**config.mk**
```make
export PLATFORM = sky130hd
export DESIGN_NAME = data_memory
export DESIGN_NICKNAME = d
export VERILOG_FILES = /design/src/rtl/data_memory_pkg.sv /design/src/rtl/data_memory.sv
export SDC_FILE = /design/constraint.sdc
export NUM_CORES = 1
export LEC_CHECK = 0
export CAP_MARGIN = 25
export CORE_MARGIN = 2
export CORE_UTILIZATION = 41
export DETAILED_ROUTE_END_ITERATION = 12
export PLACE_DENSITY_LB_ADDON = 0.08
export SYNTH_ARGS = -nofsm -noshare
export SYNTH_HDL_FRONTEND = slang
export SYNTH_SLANG_ARGS = --single-unit
```
**constraint.sdc**
```tcl
create_clock -name Clock -period 5.9 [get_ports Clock]
set_clock_uncertainty 0.1 [all_clocks]
set_input_delay 1.475 -clock Clock [delete_from_list [all_inputs] [get_ports Clock]]
set_output_delay 1.475 -clock Clock [all_outputs]
set_load 0.01 [all_outputs]
```
**src/rtl/data_memory_pkg.sv**
```systemverilog
`default_nettype none
// ============================================================================
// Module   : data_memory_pkg
// Purpose  : Shared default widths and word type for the data memory block.
// Revision : 1.0 - initial release
// ============================================================================
package data_memory_pkg;

  // Default geometry: 32 words of 32 bits
  localparam int DATA_W = 32;
  localparam int ADDR_W = 5;

  // One storage word at the default width
  typedef logic [DATA_W-1:0] word_t;

endpackage : data_memory_pkg
`default_nettype wire

```
**src/rtl/data_memory.sv**
```systemverilog
`default_nettype none
// ============================================================================
// Module   : data_memory
// Purpose  : Register-based word memory with a combinational read port, a
//            synchronous write port sharing one address, and an asynchronous
//            active-low clear of every word.
// Revision : 1.0 - initial release
// ============================================================================
module data_memory #(
  parameter int DATA_W = data_memory_pkg::DATA_W,
  parameter int ADDR_W = data_memory_pkg::ADDR_W
) (
  input  logic              Clock,
  input  logic              R,
  input  logic              WriteEn,
  input  logic [ADDR_W-1:0] Addy,
  input  logic [DATA_W-1:0] WriteData,
  output logic [DATA_W-1:0] ReadData
);

  import data_memory_pkg::*;

  localparam int DEPTH = 2 ** ADDR_W;

  // Flops rather than a RAM macro, so the whole array can be cleared at once
  logic [DATA_W-1:0] mem [DEPTH];

  // Storage: reset clears every word without a clock edge; otherwise an
  // enabled rising edge loads only the addressed word
  always_ff @(posedge Clock or negedge R) begin
    if (!R) begin
      for (int i = 0; i < DEPTH; i++) begin
        mem[i] <= '0;
      end
    end else if (WriteEn) begin
      mem[Addy] <= WriteData;
    end
  end

  // Read port: pure mux on the address, zero-cycle latency
  assign ReadData = mem[Addy];

endmodule : data_memory
`default_nettype wire

```
Word-level counts from Yosys, hierarchy flattened. Index checks and enable logic that the tools add are counted.

Bits in registers: 1024. Word-level logic and storage cells: 42.

$lt $le $gt $ge: 2. Mux-type cells: 6. Bitwise gates (word level): 1. Reductions and logical operators: 1.

Operators with widths (count): 1024-bit bitwise mux (1); 32-bit binary-select mux with 5-bit select (1); 32-bit demux with 5-bit select (1); 32-bit two-way mux (3); 6-bit greater-or-equal comparator, second input constant (1); 6-bit by 1-bit less-than comparator with 1-bit output, second input constant (1); 5-bit inverter with 6-bit output (1); 1-bit logical AND (1).

Logic depth before layout (Yosys ltp). Gate-level depths: netlist of the first run.

Depth in word-level cells: 6. Depth in mapped cells: 8.

Worst setup path before layout of the first run. OpenSTA, ideal clock, no wires.

Path type: in2out. Start: in Addy[1]. End: out ReadData[16]. Arrival: 2875 ps. Path slack: 1450 ps. Cell stages on the path: 8. Path buffers: 4. Cell sequence: clkbuf_2 > buf_2 > buf_2 > buf_2 > mux2i_1 > o22ai_1 > nor4_1 > nand2_1.

Cells in the longest elaborated chain, start to end: 4.

RTL lines: start, declared (line data_memory.sv:16) `input logic [ADDR_W-1:0] Addy,`; 5-bit inverter with 6-bit output (not written as such) (line data_memory.sv:41) `assign ReadData = mem[Addy];`; 32-bit binary-select mux with 5-bit select (line data_memory.sv:41); 32-bit two-way mux (not written as such) (2 in series) (line data_memory.sv:41); end, declared (line data_memory.sv:18) `output logic [DATA_W-1:0] ReadData`.

Every way passes these cells. The select of a mux whose other input is x is not followed.

Worst setup path in the final report of the first run.
Start: in Addy[1]. End: out ReadData[8].

Same word-level chain as after synthesis.

==> qor.txt, run 1 <==
=====================================================================================
Number of standard cells after synthesis                                        3,295
Final hold slack                                                               383 ps
Achievable frequency                                                          171 MHz
Final critical-path share of the clock period                                   99.0%
Area share of the largest cell type after synthesis                             55.2%
Count of warnings emitted by yosys                                                  0
Delay of the slowest cell on the worst path                                    570 ps
Data arrival time of the critical path                                        4270 ps
Syn avg cell area                                                          14.1 sq um
Required time at the endpoint of the critical path                            4320 ps
Largest net degree at the start of global routing                                 153
Placed inst area                                                         50,000 sq um
Largest register FFs                                                            1,024
Final period demand of the worst path                                         5840 ps
Number of buffers created by CTS                                                  112
Worst min-delay path class                                               register to register
Register ranked first by flip-flop count                                          mem
First-pass iteration count of the detailed router                                   5
Worst-margin pin slew                                                         1070 ps
Number of cells in the design after placement                                   4,737
Post-synth EDFFs                                                                    0
TritonCTS sink count                                                            1,024
Unrepaired setup endpoints after global routing                                 false
WP buf/inv                                                                          4
Gp weighted congestion                                                          0.812
Worst setup slack after layout                                                56.9 ps
Flip-flop and latch area                                                 25,600 sq um
Dominant cells by area after synthesis                                   dfrtp_1 55%, mux2_2 24%, mux2i_1 11%
Layout net count                                                                3,405
Post-layout utilization of the core                                             48.1%
Post-route ant nets                                                                 0
HPWL Detailed                                                               87,900 um
Final wirelength                                                           141,000 um
Root Buffer                                                                 clkbuf_16
Pre-CTS setup slack                                                           -213 ps
Insertion delay of the later-clocked pin in the worst-skew pair                690 ps
Drt via density                                                                  5.72
First-pass GRT wire length                                                 208,000 um
Master of the slowest instance on the critical path                      clkdlybuf4s50_1
Worst IR Drop VDD                                                          0.000218 V
Run status                                                                  completed
Drc violations                                                                      0
Number of pins with negative max-slew slack in the final report                     0
Number of non-filler instances in the completed layout                          4,960
Synthesized net count                                                           3,335
Remaining global-route overflow                                                     0
Share of flip-flops with an asynchronous set or reset after synthesis            100%
Finish-stage setup viols                                                            0
Power density over the cells                                              352 nW/um^2
Count of routing violations after the opening detailed-route iteration          1,625
Setup Buffers After CTS                                                             0
Relative max-transition margin                                                  28.6%
TritonCTS clock tree                                                            built
FP Rows                                                                           123
Synth Cell Area                                                          46,400 sq um
Die Height                                                                     340 um
Cell family with most CP delay                                           buffers and inverters
Number of max-capacitance violations reported                                       0
Crit end category                                                        primary output
Crit Path Class                                                          input pin to primary output
Clock-pin slew on the worst setup and hold paths                                60 ps
Sort of element at the start of the critical path                           input pin
Effective utilization at floorplan                                              41.3%
Routed length per instance                                                    28.4 um
Crit-path max FO                                                                   45
Relative area change from synthesis to final layout                             16.4%
Die Width                                                                      340 um
All-layer global routing usage                                                  24.5%
Share of layout cells above drive strength 1                                    41.0%
Proportion of synthesized chip area in sequential cells                         55.2%
Top FF cell, synth                                                            dfrtp_1
Multi-input gate area                                                    19,600 sq um
Die outline area                                                         116,000 sq um
Top flop regs                                                               mem x1024
Placeable core region                                                    112,000 sq um
Summed area of non-filler cells in the final layout                      54,000 sq um
Register bit total from synthesis                                               1,024
Via count                                                                      28,400
Most numerous cell on the critical path                                        buf_12
Distinct cell type count of the synthesized netlist                                32
Count of fill cells added during filler insertion                               9,779
Max Root-Sink Buffers                                                               3
Cells along the critical path                                            buf_12 > buf_12 > buf_4 > mux2i_1 > o22ai_1 > nor4_1 > nand2_1 > clkdlybuf4s50_1
Leakage power of the design                                                 0.0250 uW
Final Hold Violating Endpoints                                                      0
Port Buf Inserts                                                                   71
Cell type contributing the most total cell area after synthesis               dfrtp_1
Htree depth                                                                         3
Top-level port count                                                               72
Antenna violations before repair                                                   13
Number of global-route vias before repair                                      30,400
=====================================================================================
cells by family after synthesis:
group	count (synthesis)	synth area share, %
compound gates	256	3.45
simple gates	161	2.17
buf+inv	318	3.23
mux	1536	35.9
flops	1024	55.2
per-stage QoR:
step           setup TNS, ps  power, uW
6_report                   0      19000
5_1_grt                    0      19900
4_1_cts                    0      19200
3_5_place_dp           -1580      12200
3_3_place_gp           -1740      12000
2_1_floorplan              0      11000
final cells by class:
type	instances	share of cell area (%)
Antenna cell	5	0.0232
Clock buffer	163	6.07
Clock inverter	41	0.668
Multi-Input combinational cell	1953	36.3
Sequential cell	1024	47.5
Tap cell	1500	3.48
Timing Repair Buffer	274	6.04
synth_stat cells, types with 2 or more instances:
master,instances
nand4b_1,4
mux2i_1,512
nand3_2,2
nand3_1,4
or4b_1,3
nand2_1,46
o22ai_1,256
nand4bb_1,6
clkbuf_2,2
dfrtp_1,1024
buf_4,31
buf_2,144
nor3b_2,3
mux2_1,53
nor3_2,4
nor2_2,13
clkbuf_1,139
mux2_2,971
nor4_1,64
nand3b_2,2
placed cells by master (no fill, tap or decap), drive strengths merged:
cell type / n
buf: 200
and3: 1
nand2: 46
dfrtp: 1024
and3b: 1
dlygate4sd2: 4
nor3: 5
nand3b: 3
nor4: 64
clkbuf: 169
nand4: 1
clkdlybuf4s50: 64
clkinv: 35
or4: 1
nor2: 14
inv: 1
nand4bb: 6
nor3b: 3
nand4b: 4
or4b: 4
bufinv: 5
or2: 1
o22ai: 256
diode: 5
nand3: 6
mux2: 1024
or3b: 1
mux2i: 512
layer usage:
metal,global-route usage (%),up-vias,wire [um]
met3,4.20,309,6050
li1,-,12300,-
met5,0,-,12
met1,32.0,15200,61100
met4,10.1,2,6190
met2,40.3,610,67600
final timing paths:
path	startpoint	to	slack, ps	cells after the start
setup / recovery	Addy[1]	ReadData[8]	60	8
hold / removal	mem[230]	mem[230]	380	1
setup reg to reg	mem[992]	mem[992]	5000	1
hold reg to reg	mem[230]	mem[230]	380	1
max in group asynchronous	R	mem[831]	3590	2
min in group asynchronous	R	mem[781]	680	1
what timing repair did:
action,in CTS,in global routing
endpoints found under the hold margin,0,0
hold buffers,0,0
setup endpoints to repair,19,1
resized for setup,12,1
pin swaps,0,0
power breakdown:
part           switching, uW  internal, uW
clock network           2880          4040
logic                   1330          1660
registers                670          8390
Note: power is estimated with default switching activity, not from simulation.
==> run 2, diff against run 1 <==
==> constraint.sdc (replaced) <==
create_clock -name Clock -period 5.9 [get_ports Clock]
set_clock_uncertainty 0.1 [all_clocks]
set_input_delay 0.885 -clock Clock [delete_from_list [all_inputs] [get_ports Clock]]
set_output_delay 0.885 -clock Clock [all_outputs]
set_load 0.01 [all_outputs]
==> run 2 against run 1 <==
Sequential cell count stayed put. Sequential power hardly changed. Worst hold slack worse by 280 ps. Clock power is 4.9% higher. Count of clock-buffer cells in the layout is 12 higher. Die area stayed put. Final cell count is 1.2% lower. Via count is 0.35% lower. Largest cell class unchanged. Maximum frequency is 8.5% higher. Final area is 1.4% lower.
==> qor.txt, run 2 (synthesized netlist as in run 1, its figures left out) <==
=====================================================================================
Leakage power of the design                                                 0.0246 uW   -1.6%
WP buf/inv                                                                          3   -1
FP Rows                                                                           123   unchanged
Drc violations                                                                      0   unchanged
Cells resized by post-CTS repair                                                    0   -12
Largest register FFs                                                            1,024   unchanged
Final critical-path share of the clock period                                   91.2%   -7.8 points
Data arrival time of the critical path                                        4400 ps   +130 ps
Relative max-transition margin                                                  26.1%   -2.5 points
TritonCTS clock tree                                                            built
First-pass GRT wire length                                                 211,000 um   +1.6%
Post-route ant nets                                                                 0   unchanged
Setup Buffers After CTS                                                             0   unchanged
Cells along the critical path                                            clkdlybuf4s50_1 > nand4b_1 > buf_12 > o22ai_1 > nor4_1 > nand2_1 > clkdlybuf4s50_1
Crit Path Class                                                          input pin to primary output
Worst R2R Path Depth                                                                1   unchanged
Top library cells by usage in the layout, fill and taps aside            1,024 x dfrtp_1, 971 x mux2_2, 512 x mux2i_1, 256 x o22ai_1, 121 x clkbuf_16
Number of non-filler instances in the completed layout                          4,900   -1.2%
Worst flop-to-flop path startpoint                                           mem[759]
Startpoint of the worst setup timing path                                     Addy[4]
Number of max-capacitance violations reported                                       0   unchanged
Effective utilization at floorplan                                              41.3%   unchanged
Final wirelength                                                           143,000 um   +1.1%
Insertion delay of the later-clocked pin in the worst-skew pair                700 ps   about the same
Drt via density                                                                  5.77   +0.87%
Top-level port count                                                               72   unchanged
Count of routing violations after the opening detailed-route iteration          1,757   +8.1%
Htree depth                                                                         3   unchanged
Finish-stage setup viols                                                            0   unchanged
Antenna violations before repair                                                   10   -3
Clock-pin slew on the worst setup and hold paths                                60 ps   about the same
Placed inst area                                                         49,000 sq um   -1.9%
First-pass iteration count of the detailed router                                   5   unchanged
Crit end category                                                        primary output
Final period demand of the worst path                                         5380 ps   -460 ps
Cell family with most CP delay                                           buffers and inverters
Critical Path Sink                                                       ReadData[28]
Final Hold Violating Endpoints                                                      0   unchanged
Most numerous cell on the critical path                                  clkdlybuf4s50_1
Achievable frequency                                                          186 MHz   +8.5%
Die Width                                                                      340 um   unchanged
Worst min-delay path class                                               input pin to asynchronous set/reset pin
Worst-margin pin slew                                                         1110 ps   +41.2 ps
Root Buffer                                                                 clkbuf_16
Routed length per instance                                                    29.1 um   +2.3%
Largest net degree at the start of global routing                                 187   +22%
Remaining global-route overflow                                                     0   unchanged
Sort of element at the start of the critical path                           input pin
Number of buffers created by CTS                                                  114   +1.8%
WP depth                                                                            7   -1
Post-layout utilization of the core                                             47.4%   -0.66 points
Count of fill cells added during filler insertion                               9,843   +0.65%
HPWL Detailed                                                               83,600 um   -4.9%
Most frequent standard cell in the layout excluding fill and tap cells        dfrtp_1
Flip-flop and latch area                                                 25,600 sq um   unchanged
Master of the slowest instance on the critical path                      clkdlybuf4s50_1
Delay of the slowest cell on the worst path                                   1000 ps   +430 ps
Unrepaired setup endpoints after global routing                                 false
Final hold slack                                                               101 ps   -282 ps
Die outline area                                                         116,000 sq um   unchanged
# diodes                                                                            0   -5
Multi-input gate area                                                    19,500 sq um   -0.26%
Top flop regs                                                               mem x1024
Number of cells in the design after placement                                   4,669   -1.4%
Max Root-Sink Buffers                                                               3   unchanged
Run status                                                                  completed
Flop2flop setup slack                                                         4980 ps   -20 ps
Number of global-route vias before repair                                      30,100   -0.99%
Die Height                                                                     340 um   unchanged
Crit-path max FO                                                                   19   -58%
Total negative slack for setup checks                                            0 ps   unchanged
Register ranked first by flip-flop count                                          mem
Relative area change from synthesis to final layout                             14.8%
All-layer global routing usage                                                  24.7%   +0.21 points
Required time at the endpoint of the critical path                            4910 ps   +590 ps
Terminus of the critical flop-to-flop path                                   mem[759]
TritonCTS sink count                                                            1,024   unchanged
Power density over the cells                                              362 nW/um^2   +2.9%
Placeable core region                                                    112,000 sq um   unchanged
Number of pins with negative max-slew slack in the final report                     0   unchanged
Via count                                                                      28,300   -0.35%
Gp weighted congestion                                                          0.794   -2.2%
Worst IR Drop VDD                                                          0.000203 V   -6.6%
Port Buf Inserts                                                                   71   unchanged
Count of hold-fix buffers inserted at cts                                           0   unchanged
Summed area of non-filler cells in the final layout                      53,200 sq um   -1.4%
Share of layout cells above drive strength 1                                    39.5%   -1.5 points
Layout net count                                                                3,342   -1.9%
=====================================================================================
-- run 2: cell types whose count changed in the layout (fill, tap and decap cells not counted), sizes merged --
cell	before	now
dlygate4sd2	4	0
buf	200	136
clkbuf	169	180
inv	1	2
clkinvlp	0	1
clkdlybuf4s50	64	68
clkinv	35	26
bufinv	5	10
diode	5	0
-- run 2: worst min path at each step --
stage	endpoint	slack (ps)	depth (start not counted)
after floorplan	mem[198]	360	1
after global placement	mem[629]	370	1
after detailed placement	mem[335]	380	1
after CTS	mem[630]	130	1
after global routing	mem[502]	140	1
final	mem[502]	100	1
-- run 2: area by class of cell --
cell class	count	area share [%]
tap	1500	3.53
timing repair buffer	209	4.46
sequential	1024	48.1
clock inverter	39	0.919
multi-input combinational	1953	36.7
clock buffer	175	6.30
-- run 2: per-layer routing --
metal	global-route usage, %	part of all wire, %	up-vias
met3	3.21	3.3	216
met1	34.1	46	15400
li1	-	-	12100
met5	0	0	-
met4	6.59	2.6	0
met2	40.9	48	553
-- run 2: where the power goes --
group | internal (uW) | switching [uW]
Clock | 4340 | 2920
Combinational | 1610 | 1330
Sequential | 8390 | 666
-- run 2: metrics by stage --
step                      power, uW  setup slack [ps]
after floorplan               11000              2630
after global placement        11900               658
after detailed placement      12100               576
after CTS                     19400               573
after global routing          20200               386
final                         19300               517
